==> config.mk <==
export PLATFORM = sky130hd
export DESIGN_NAME = instr_mem_loader
export DESIGN_NICKNAME = d
export VERILOG_FILES = /design/src/rtl/instr_mem_loader.sv
export SDC_FILE = /design/constraint.sdc
export NUM_CORES = 1
export LEC_CHECK = 0
export CAP_MARGIN = 40
export CORE_MARGIN = 2
export CORE_UTILIZATION = 54
export CTS_CLUSTER_DIAMETER = 40
export DETAILED_ROUTE_END_ITERATION = 8
export GPL_TIMING_DRIVEN = 1
export PLACE_DENSITY = 0.85
export SLEW_MARGIN = 20
export SYNTH_ARGS = -nofsm -noshare
export SYNTH_HDL_FRONTEND = slang
export SYNTH_SLANG_ARGS = --single-unit
==> constraint.sdc <==
create_clock -name clk -period 4 [get_ports clk]
set_input_delay 1 -clock clk [delete_from_list [all_inputs] [get_ports clk]]
set_output_delay 1 -clock clk [all_outputs]
set_load 0.005 [all_outputs]
==> src/rtl/instr_mem_loader.sv <==
// Instruction memory loader: framed byte stream -> little-endian 32-bit word writes; holds core until a good frame.
// Latency: mem_we one cycle after the 4th byte of a word; byte_ready is combinational from state, low in WRITE/IDLE/DONE/ERR.
module instr_mem_loader #(
    parameter int ADDR_W  = 8,
    parameter int TIMEOUT = 65535
) (
    input  logic              clk,
    input  logic              reset,
    input  logic              start,
    input  logic              byte_valid,
    input  logic [7:0]        byte_data,
    output logic              byte_ready,
    output logic              mem_we,
    output logic [ADDR_W-1:0] mem_addr,
    output logic [31:0]       mem_wdata,
    output logic              core_hold,
    output logic              busy,
    output logic              done,
    output logic              error,
    output logic [ADDR_W:0]   words_loaded
);

    localparam int          TW  = $clog2(TIMEOUT + 1);
    localparam logic [16:0] CAP = 17'(1) << ADDR_W;

    typedef enum logic [2:0] {IDLE, LEN0, LEN1, DATA, WRITE, CHK, DONE, ERR} state_t;

    state_t          state, state_nxt;
    logic [15:0]     n_words;
    logic [31:0]     word;
    logic [1:0]      lane;
    logic [7:0]      acc;
    logic [TW-1:0]   tcnt;

    logic            xfer;
    logic [15:0]     len_full;
    logic            len_big;
    logic            last_word;
    logic            timed_out;

    assign xfer      = byte_valid && byte_ready;
    assign len_full  = {byte_data, n_words[7:0]};
    assign len_big   = {1'b0, len_full} > CAP;
    assign last_word = (17'(words_loaded) + 17'd1) == {1'b0, n_words};
    assign timed_out = !xfer && (tcnt == TW'(TIMEOUT - 1));

    assign mem_addr  = words_loaded[ADDR_W-1:0];
    assign mem_wdata = word;

    always_ff @(posedge clk or posedge reset) begin
        if (reset) state <= IDLE;
        else       state <= state_nxt;
    end

    always_comb begin
        state_nxt = state;
        case (state)
            IDLE, DONE, ERR: if (start) state_nxt = LEN0;
            LEN0: begin
                if (xfer)           state_nxt = LEN1;
                else if (timed_out) state_nxt = ERR;
            end
            LEN1: begin
                if (xfer) begin
                    if (len_full == 16'd0) state_nxt = CHK;
                    else if (len_big)      state_nxt = ERR;
                    else                   state_nxt = DATA;
                end else if (timed_out) begin
                    state_nxt = ERR;
                end
            end
            DATA: begin
                if (xfer) begin
                    if (lane == 2'd3) state_nxt = WRITE;
                end else if (timed_out) begin
                    state_nxt = ERR;
                end
            end
            WRITE: state_nxt = last_word ? CHK : DATA;
            CHK: begin
                if (xfer)           state_nxt = (byte_data == acc) ? DONE : ERR;
                else if (timed_out) state_nxt = ERR;
            end
            default: state_nxt = IDLE;
        endcase
    end

    always_comb begin
        byte_ready = 1'b0;
        mem_we     = 1'b0;
        busy       = 1'b0;
        done       = 1'b0;
        error      = 1'b0;
        core_hold  = 1'b1;
        case (state)
            LEN0, LEN1, DATA, CHK: begin
                byte_ready = 1'b1;
                busy       = 1'b1;
            end
            WRITE: begin
                mem_we = 1'b1;
                busy   = 1'b1;
            end
            DONE: begin
                done      = 1'b1;
                core_hold = 1'b0;
            end
            ERR:     error = 1'b1;
            default: ;
        endcase
    end

    // Datapath: length, word assembly, checksum, timeout counter (frozen during WRITE).
    always_ff @(posedge clk or posedge reset) begin
        if (reset) begin
            n_words      <= '0;
            word         <= '0;
            lane         <= '0;
            acc          <= '0;
            tcnt         <= '0;
            words_loaded <= '0;
        end else begin
            case (state)
                IDLE, DONE, ERR: begin
                    if (start) begin
                        n_words      <= '0;
                        lane         <= '0;
                        acc          <= '0;
                        tcnt         <= '0;
                        words_loaded <= '0;
                    end
                end
                WRITE: words_loaded <= words_loaded + 1'b1;
                default: begin
                    if (xfer) begin
                        tcnt <= '0;
                        if (state == LEN0) n_words[7:0]  <= byte_data;
                        if (state == LEN1) n_words[15:8] <= byte_data;
                        if (state == DATA) begin
                            word[{lane, 3'b000} +: 8] <= byte_data;
                            acc                       <= acc ^ byte_data;
                            lane                      <= lane + 1'b1;
                        end
                    end else begin
                        tcnt <= tcnt + 1'b1;
                    end
                end
            endcase
        end
    end

endmodule

==> qor.txt, run 1 <==
====================================================================================
Core region area                                                          8180 sq um
Ordered cell list for the critical path                                 nor2_2 -> nand2_1 -> buf_4 -> clkinv_1 -> clkdlybuf4s50_1
DR WL/cell                                                                   15.2 um
Highest Clock Rate                                                           303 MHz
End-of-flow core utilization                                                   0.660
Sequential fraction of design power                                            0.406
FFs w/ async S/R, synth                                                         1.00
Post-synthesis average cell area                                          8.76 sq um
Kind of end point of the critical path                                    output pin
Standard cell area after detailed placement                               5180 sq um
Count of cells resized by post-cts repair                                          0
Vias per inst                                                                   5.58
Sequential cell area fraction in the yosys report                              0.477
Arrival time of data at the critical path endpoint                           2.30 ns
Commonest non-fill, non-tap cell in the layout                          sky130_fd_sc_hd__nand2_1
Total number of H-tree levels                                                      3
DRC marker count from the first detailed-route iteration                         224
Power consumption                                                            3.38 mW
Most used cells in the layout excluding fill and tap cells              sky130_fd_sc_hd__nand2_1 (127), sky130_fd_sc_hd__dfrtp_1 (86), sky130_fd_sc_hd__o21ai_0 (66), sky130_fd_sc_hd__clkdlybuf4s50_1 (66), sky130_fd_sc_hd__nor2_1 (36)
Total DRC errors in the routed layout                                              0
Die Width                                                                    95.4 um
Switching part of the total                                                    0.391
Internal portion of total power                                              2.06 mW
Total via count after detailed routing                                         3,776
Max-capacitance violation count                                                    0
Syn-to-layout area delta                                                       19.7%
Via count of the first global-routing pass                                     3,652
Clock buffers created by TritonCTS                                                 9
Pre-CTS worst setup slack                                                   0.879 ns
Switching power total                                                        1.32 mW
Total non-filler cell area in the finished layout                         5400 sq um
Final cell count without fillers                                                 677
Worst-case setup margin in the final layout                                 0.700 ns
Prevailing post-synth register cell                                     sky130_fd_sc_hd__dfrtp_1
Nets                                                                             588
Number of port buffers                                                            66
Warnings, synthesis                                                                0
Slowest-stage cell, CP                                                  sky130_fd_sc_hd__dfrtp_1
Total routed wirelength                                                    10,300 um
Synth Register Bits                                                               86
Overall Global Routing Usage                                                   0.248
Slew margin rel.                                                               0.536
Starting utilization of the core area                                          0.552
Inserted Diodes                                                                    0
Min Hold Slack                                                              0.488 ns
Share of total power in the clock network                                      0.188
Final Max Slew Viols                                                               0
Distinct cell type count after synthesis                                          48
Largest stage delay on the critical path                                     0.76 ns
Buffer levels on the longest clock path                                            2
First-pass GRT wire length                                                 17,500 um
Cell accounting for the most synthesized area                           sky130_fd_sc_hd__dfrtp_1
Total nets after synthesis                                                       536
Total number of placement rows                                                    33
First-pass iteration count of the detailed router                                  5
I/O pin total                                                                     67
Final period util                                                              0.825
Number of buffers inserted for hold repair after clock tree synthesis              0
Clock Skew                                                                0.00772 ns
Post-Syn Instances                                                               515
Power per cell area                                                      626 nW/um^2
Largest driver fanout on the critical path                                        18
Number of enable flip-flop cells after synthesis                                   0
Clock tree from TritonCTS                                                       done
Final critical path time including I/O delays and setup                      3.30 ns
Crit path required time                                                      3.00 ns
Filler cells                                                                     686
Lkg Pwr                                                                      2.30 nW
Share of cells above drive strength 1                                         0.0664
Type of the most critical hold path                                     register to register
Clk_lat worst skew                                                           0.35 ns
Clock transition at the registers of the reported paths                      0.09 ns
Worst setup path class                                                  register to output pin
IR Drop Worst-Case VDD                                                      0.338 mV
Maximum number of pins on one net before global-route repair                      41
Cells after DPL                                                                  659
Run status                                                              finished, final reports clean
Area share of the largest cell type after synthesis                            0.477
Final-layout setup total negative slack                                         0 ns
Sink Count                                                                        86
Root Buffer                                                             sky130_fd_sc_hd__clkbuf_8
Gate power share                                                               0.406
Final weighted congestion in routability-driven placement                      0.819
Initial antenna violation count                                                    0
Remaining antenna violation count                                                  0
Setup Fix Bufs, Post-CTS                                                           0
RSZ-0062 raised after global routing                                              no
Mapped cell area                                                          4510 sq um
Synth top area cells                                                    sky130_fd_sc_hd__dfrtp_1 (48%), sky130_fd_sc_hd__nand2_1 (11%), sky130_fd_sc_hd__o21ai_0 (7.3%)
Total Die Area                                                            9100 sq um
Die Ht                                                                       95.4 um
Fin. Hold Viols                                                                    0
Final setup violation count                                                        0
Startpoint Class                                                            register
Post-DP HPWL                                                                 7350 um
Total congestion overflow after global routing                                     0
Worst-Margin Slew                                                           0.695 ns
====================================================================================
-- routing by layer --
layer	share of wire	GRT usage	routed length, um	vias up
met4	0.024	0.0988	252	0
li1	-	-	-	1842
met1	0.44	0.341	4570	1785
met5	0	0	0	-
met2	0.47	0.387	4870	130
met3	0.060	0.0538	620	19
-- flip-flops by register name, indices dropped and copies added (netlist names) --
| name | flops |
|---|---|
| words_loaded | 9 |
| lane | 2 |
| state | 3 |
| tcnt | 16 |
| mem_wdata | 32 |
| n_words | 16 |
| acc | 8 |
-- Yosys cell counts (3+ instances only) --
library cell                 n
sky130_fd_sc_hd__o211ai_1    3
sky130_fd_sc_hd__o31ai_1     3
sky130_fd_sc_hd__nand2b_1    3
sky130_fd_sc_hd__nor4_1      6
sky130_fd_sc_hd__nand3_1    10
sky130_fd_sc_hd__inv_1       9
sky130_fd_sc_hd__clkbuf_1   14
sky130_fd_sc_hd__nor2_1     36
sky130_fd_sc_hd__nor3_1      9
sky130_fd_sc_hd__a21oi_1     6
sky130_fd_sc_hd__and4_1      5
sky130_fd_sc_hd__nand4_1     9
sky130_fd_sc_hd__xor2_1     26
sky130_fd_sc_hd__and3_1      3
sky130_fd_sc_hd__nand2_1   127
sky130_fd_sc_hd__xnor2_1    12
sky130_fd_sc_hd__ha_1        9
sky130_fd_sc_hd__o21ai_1    18
sky130_fd_sc_hd__buf_4      11
sky130_fd_sc_hd__dfrtp_1    86
sky130_fd_sc_hd__nor3b_1     3
sky130_fd_sc_hd__buf_2       9
sky130_fd_sc_hd__o21ai_0    66
-- kinds of logic (layout without fill, tap and decap cells) --
kind of cell	count (synthesis)	in the layout	share of synthesized area
buffers and inverters	46	103	0.0516
muxes	2	2	0.00472
DFF	86	86	0.477
and+or+nand+nor	219	219	0.215
xor gates and xnor gates	38	38	0.0738
AOI/OAI and AO/OA	115	115	0.153
adders and majority gates	9	9	0.0250
-- worst paths after layout --
kind | start | to | slack, ns | depth (start not counted)
max | state[1] | mem_we | 0.70 | 5
min | mem_wdata[6] | mem_wdata[6] | 0.49 | 2
max reg2reg | state[1] | mem_wdata[28] | 1.71 | 5
min reg2reg | mem_wdata[6] | mem_wdata[6] | 0.49 | 2
max in group asynchronous | reset | n_words[7] | 2.34 | 4
min in group asynchronous | reset | tcnt[5] | 0.88 | 2
-- final cells by class --
type	instances	area, sq um	share of cell area
sequential	86	2150	0.399
multi-input combinational	383	2130	0.394
timing repair buffer	76	738	0.137
clock buffer	11	151	0.0280
tap	105	131	0.0243
clock inverter	5	57.6	0.0107
inverter	11	42.5	0.00788
-- critical path: cells and delay by family, from the launching register on --
kind | cells | cell delay [ns]
buf+inv | 3 | 0.96
flops | 1 | 0.76
simple gates | 2 | 0.23
-- power groups by stage --
| stage | Sequential (mW) | Combinational [mW] | Clock (mW) |
|---|---|---|---|
| 2_1_floorplan | 1.28 | 0.963 | 0 |
| 3_3_place_gp | 1.37 | 1.30 | 0 |
| 3_5_place_dp | 1.38 | 1.37 | 0 |
| 4_1_cts | 1.37 | 1.37 | 0.645 |
| 5_1_grt | 1.41 | 1.55 | 0.679 |
| 6_report | 1.37 | 1.37 | 0.637 |
No activity file was read; power rests on OpenSTA's default activity.
==> run 2, diff against run 1 <==
==> constraint.sdc (replaced) <==
create_clock -name clk -period 3.4 [get_ports clk]
set_input_delay 0.85 -clock clk [delete_from_list [all_inputs] [get_ports clk]]
set_output_delay 0.85 -clock clk [all_outputs]
set_load 0.005 [all_outputs]
==> run 2 against run 1 <==
Against the previous run: critical path type unchanged; total power increased by 19%; clock power rose by 18%; register-to-register slack got worse by 0.61 ns; worst setup slack lost 0.23 ns; worst hold slack gained 0.0010 ns; largest power group is now combinational logic; critical path depth down 2; wire length up 3.9%; flip-flop and latch count did not move; sequential share of layout area shrank 0.17 points; global-route usage is 0.53 points higher; critical endpoint is now byte_ready.
==> qor.txt, run 2 (synthesis results as in run 1) <==
====================================================================================
Worst reg2reg setup slack                                                    1.10 ns
Sink Count                                                                        86
Kind of end point of the critical path                                    output pin
Via count of the first global-routing pass                                     3,756
Inserted Diodes                                                                    0
Max-capacitance violation count                                                    0
Setup Fix Bufs, Post-CTS                                                           0
Pre-CTS worst setup slack                                                   0.495 ns
Die Width                                                                    95.4 um
Power per cell area                                                      740 nW/um^2
Buffer levels on the longest clock path                                            2
FF-to-FF Start                                                              state[1]
Filler cells                                                                     649
Vias per inst                                                                   5.68
Most used cells in the layout excluding fill and tap cells              sky130_fd_sc_hd__nand2_1 (127), sky130_fd_sc_hd__dfrtp_1 (86), sky130_fd_sc_hd__o21ai_0 (66), sky130_fd_sc_hd__clkdlybuf4s50_1 (66), sky130_fd_sc_hd__nor2_1 (36)
Core region area                                                          8180 sq um
Share of cells above drive strength 1                                         0.0712
Worst setup path class                                                  register to output pin
DRC marker count from the first detailed-route iteration                         232
Highest Clock Rate                                                           341 MHz
End-of-flow core utilization                                                   0.663
Clk_lat worst skew                                                           0.36 ns
Number of port buffers                                                            66
Worst reg2reg endpoint                                                  mem_wdata[11]
Commonest non-fill, non-tap cell in the layout                          sky130_fd_sc_hd__nand2_1
Final setup violation count                                                        0
Run status                                                              finished, final reports clean
Total number of H-tree levels                                                      3
Final period util                                                              0.863
Maximum number of pins on one net before global-route repair                      42
Total number of placement rows                                                    33
Fin. Hold Viols                                                                    0
Final weighted congestion in routability-driven placement                      0.846
Final Max Slew Viols                                                               0
IR Drop Worst-Case VDD                                                      0.372 mV
First-pass iteration count of the detailed router                                  5
Total via count after detailed routing                                         3,869
Root Buffer                                                             sky130_fd_sc_hd__clkbuf_8
Worst-Margin Slew                                                           0.848 ns
Die Ht                                                                       95.4 um
Clock tree from TritonCTS                                                       done
Number of buffers inserted for hold repair after clock tree synthesis              0
Startpoint Class                                                            register
Total DRC errors in the routed layout                                              0
Crit path required time                                                      2.55 ns
Worst-case setup margin in the final layout                                 0.467 ns
Depth of the worst register-to-register path                                       5
Cells after DPL                                                                  663
Count of cells resized by post-cts repair                                          0
DR WL/cell                                                                   15.7 um
Clock transition at the registers of the reported paths                      0.08 ns
Worst hold endpoint                                                     mem_wdata[6]
Arrival time of data at the critical path endpoint                           2.08 ns
First-pass GRT wire length                                                 17,800 um
Final critical path time including I/O delays and setup                      2.93 ns
I/O pin total                                                                     67
Flip-flop count of the largest register after layout                              32
Power consumption                                                            4.01 mW
Clock buffers created by TritonCTS                                                 9
Slew margin rel.                                                               0.434
Clock Skew                                                                 0.0104 ns
Start point of the worst hold path                                      mem_wdata[6]
Overall Global Routing Usage                                                   0.254
Largest driver fanout on the critical path                                        18
Post-DP HPWL                                                                 7340 um
Final cell count without fillers                                                 681
Total Die Area                                                            9100 sq um
Type of the most critical hold path                                     register to register
Lkg Pwr                                                                      2.32 nW
Total congestion overflow after global routing                                     0
Remaining antenna violation count                                                  0
Cells on Worst Hold Path                                                           2
Initial antenna violation count                                                    0
RSZ-0062 raised after global routing                                              no
Syn-to-layout area delta                                                       20.2%
Starting utilization of the core area                                          0.552
Total routed wirelength                                                    10,700 um
Nets                                                                             592
Final-layout setup total negative slack                                         0 ns
====================================================================================
run 2: per-stage QoR:
stage | cell area [sq um] | hold slack [ns]
finish | 5420 | 0.489
global route | 5420 | 0.522
CTS | 5410 | 0.491
detailed placement | 5200 | 0.474
global placement | 5200 | 0.467
floorplan | 4510 | 0.452
run 2: critical path: stages (launching register included):
cell and delay [ns]:
sky130_fd_sc_hd__dfrtp_1 0.76, sky130_fd_sc_hd__nand2b_1 0.27, sky130_fd_sc_hd__nand2_1 0.18, sky130_fd_sc_hd__clkdlybuf4s50_1 0.52
run 2: routing by layer:
layer / vias to the layer above / global-route usage / part of all wire
li1: 1841 / - / -
met1: 1847 / 0.334 / 0.42
met2: 157 / 0.404 / 0.47
met3: 24 / 0.0664 / 0.077
met4: 0 / 0.0976 / 0.026
met5: - / 0 / 0
run 2: worst max path at each step:
stage               start             to  slack, ns  cells past startpoint
2_1_floorplan       reset         acc[0]       0.33                      1
3_3_place_gp   byte_valid  mem_wdata[26]       0.59                      6
3_5_place_dp   byte_valid  mem_wdata[11]       0.50                      6
4_1_cts          state[1]     byte_ready       0.48                      3
5_1_grt          state[1]     byte_ready       0.39                      3
6_report         state[1]     byte_ready       0.47                      3
run 2: area by class of cell:
class | count | area [sq um] | share of cell area
multi-input combinational | 383 | 2130 | 0.392
timing repair buffer | 80 | 761 | 0.140
tap | 105 | 131 | 0.0242
clock buffer | 12 | 155 | 0.0286
clock inverter | 4 | 55.1 | 0.0102
sequential | 86 | 2150 | 0.397
inverter | 11 | 42.5 | 0.00784
run 2: power breakdown:
part | leakage (nW) | total, mW | switching [mW] | internal (mW)
logic | 1.06 | 1.65 | 0.890 | 0.761
registers | 1.16 | 1.61 | 0.310 | 1.30
clock network | 0.103 | 0.753 | 0.371 | 0.383
total | 2.32 | 4.01 | 1.57 | 2.44
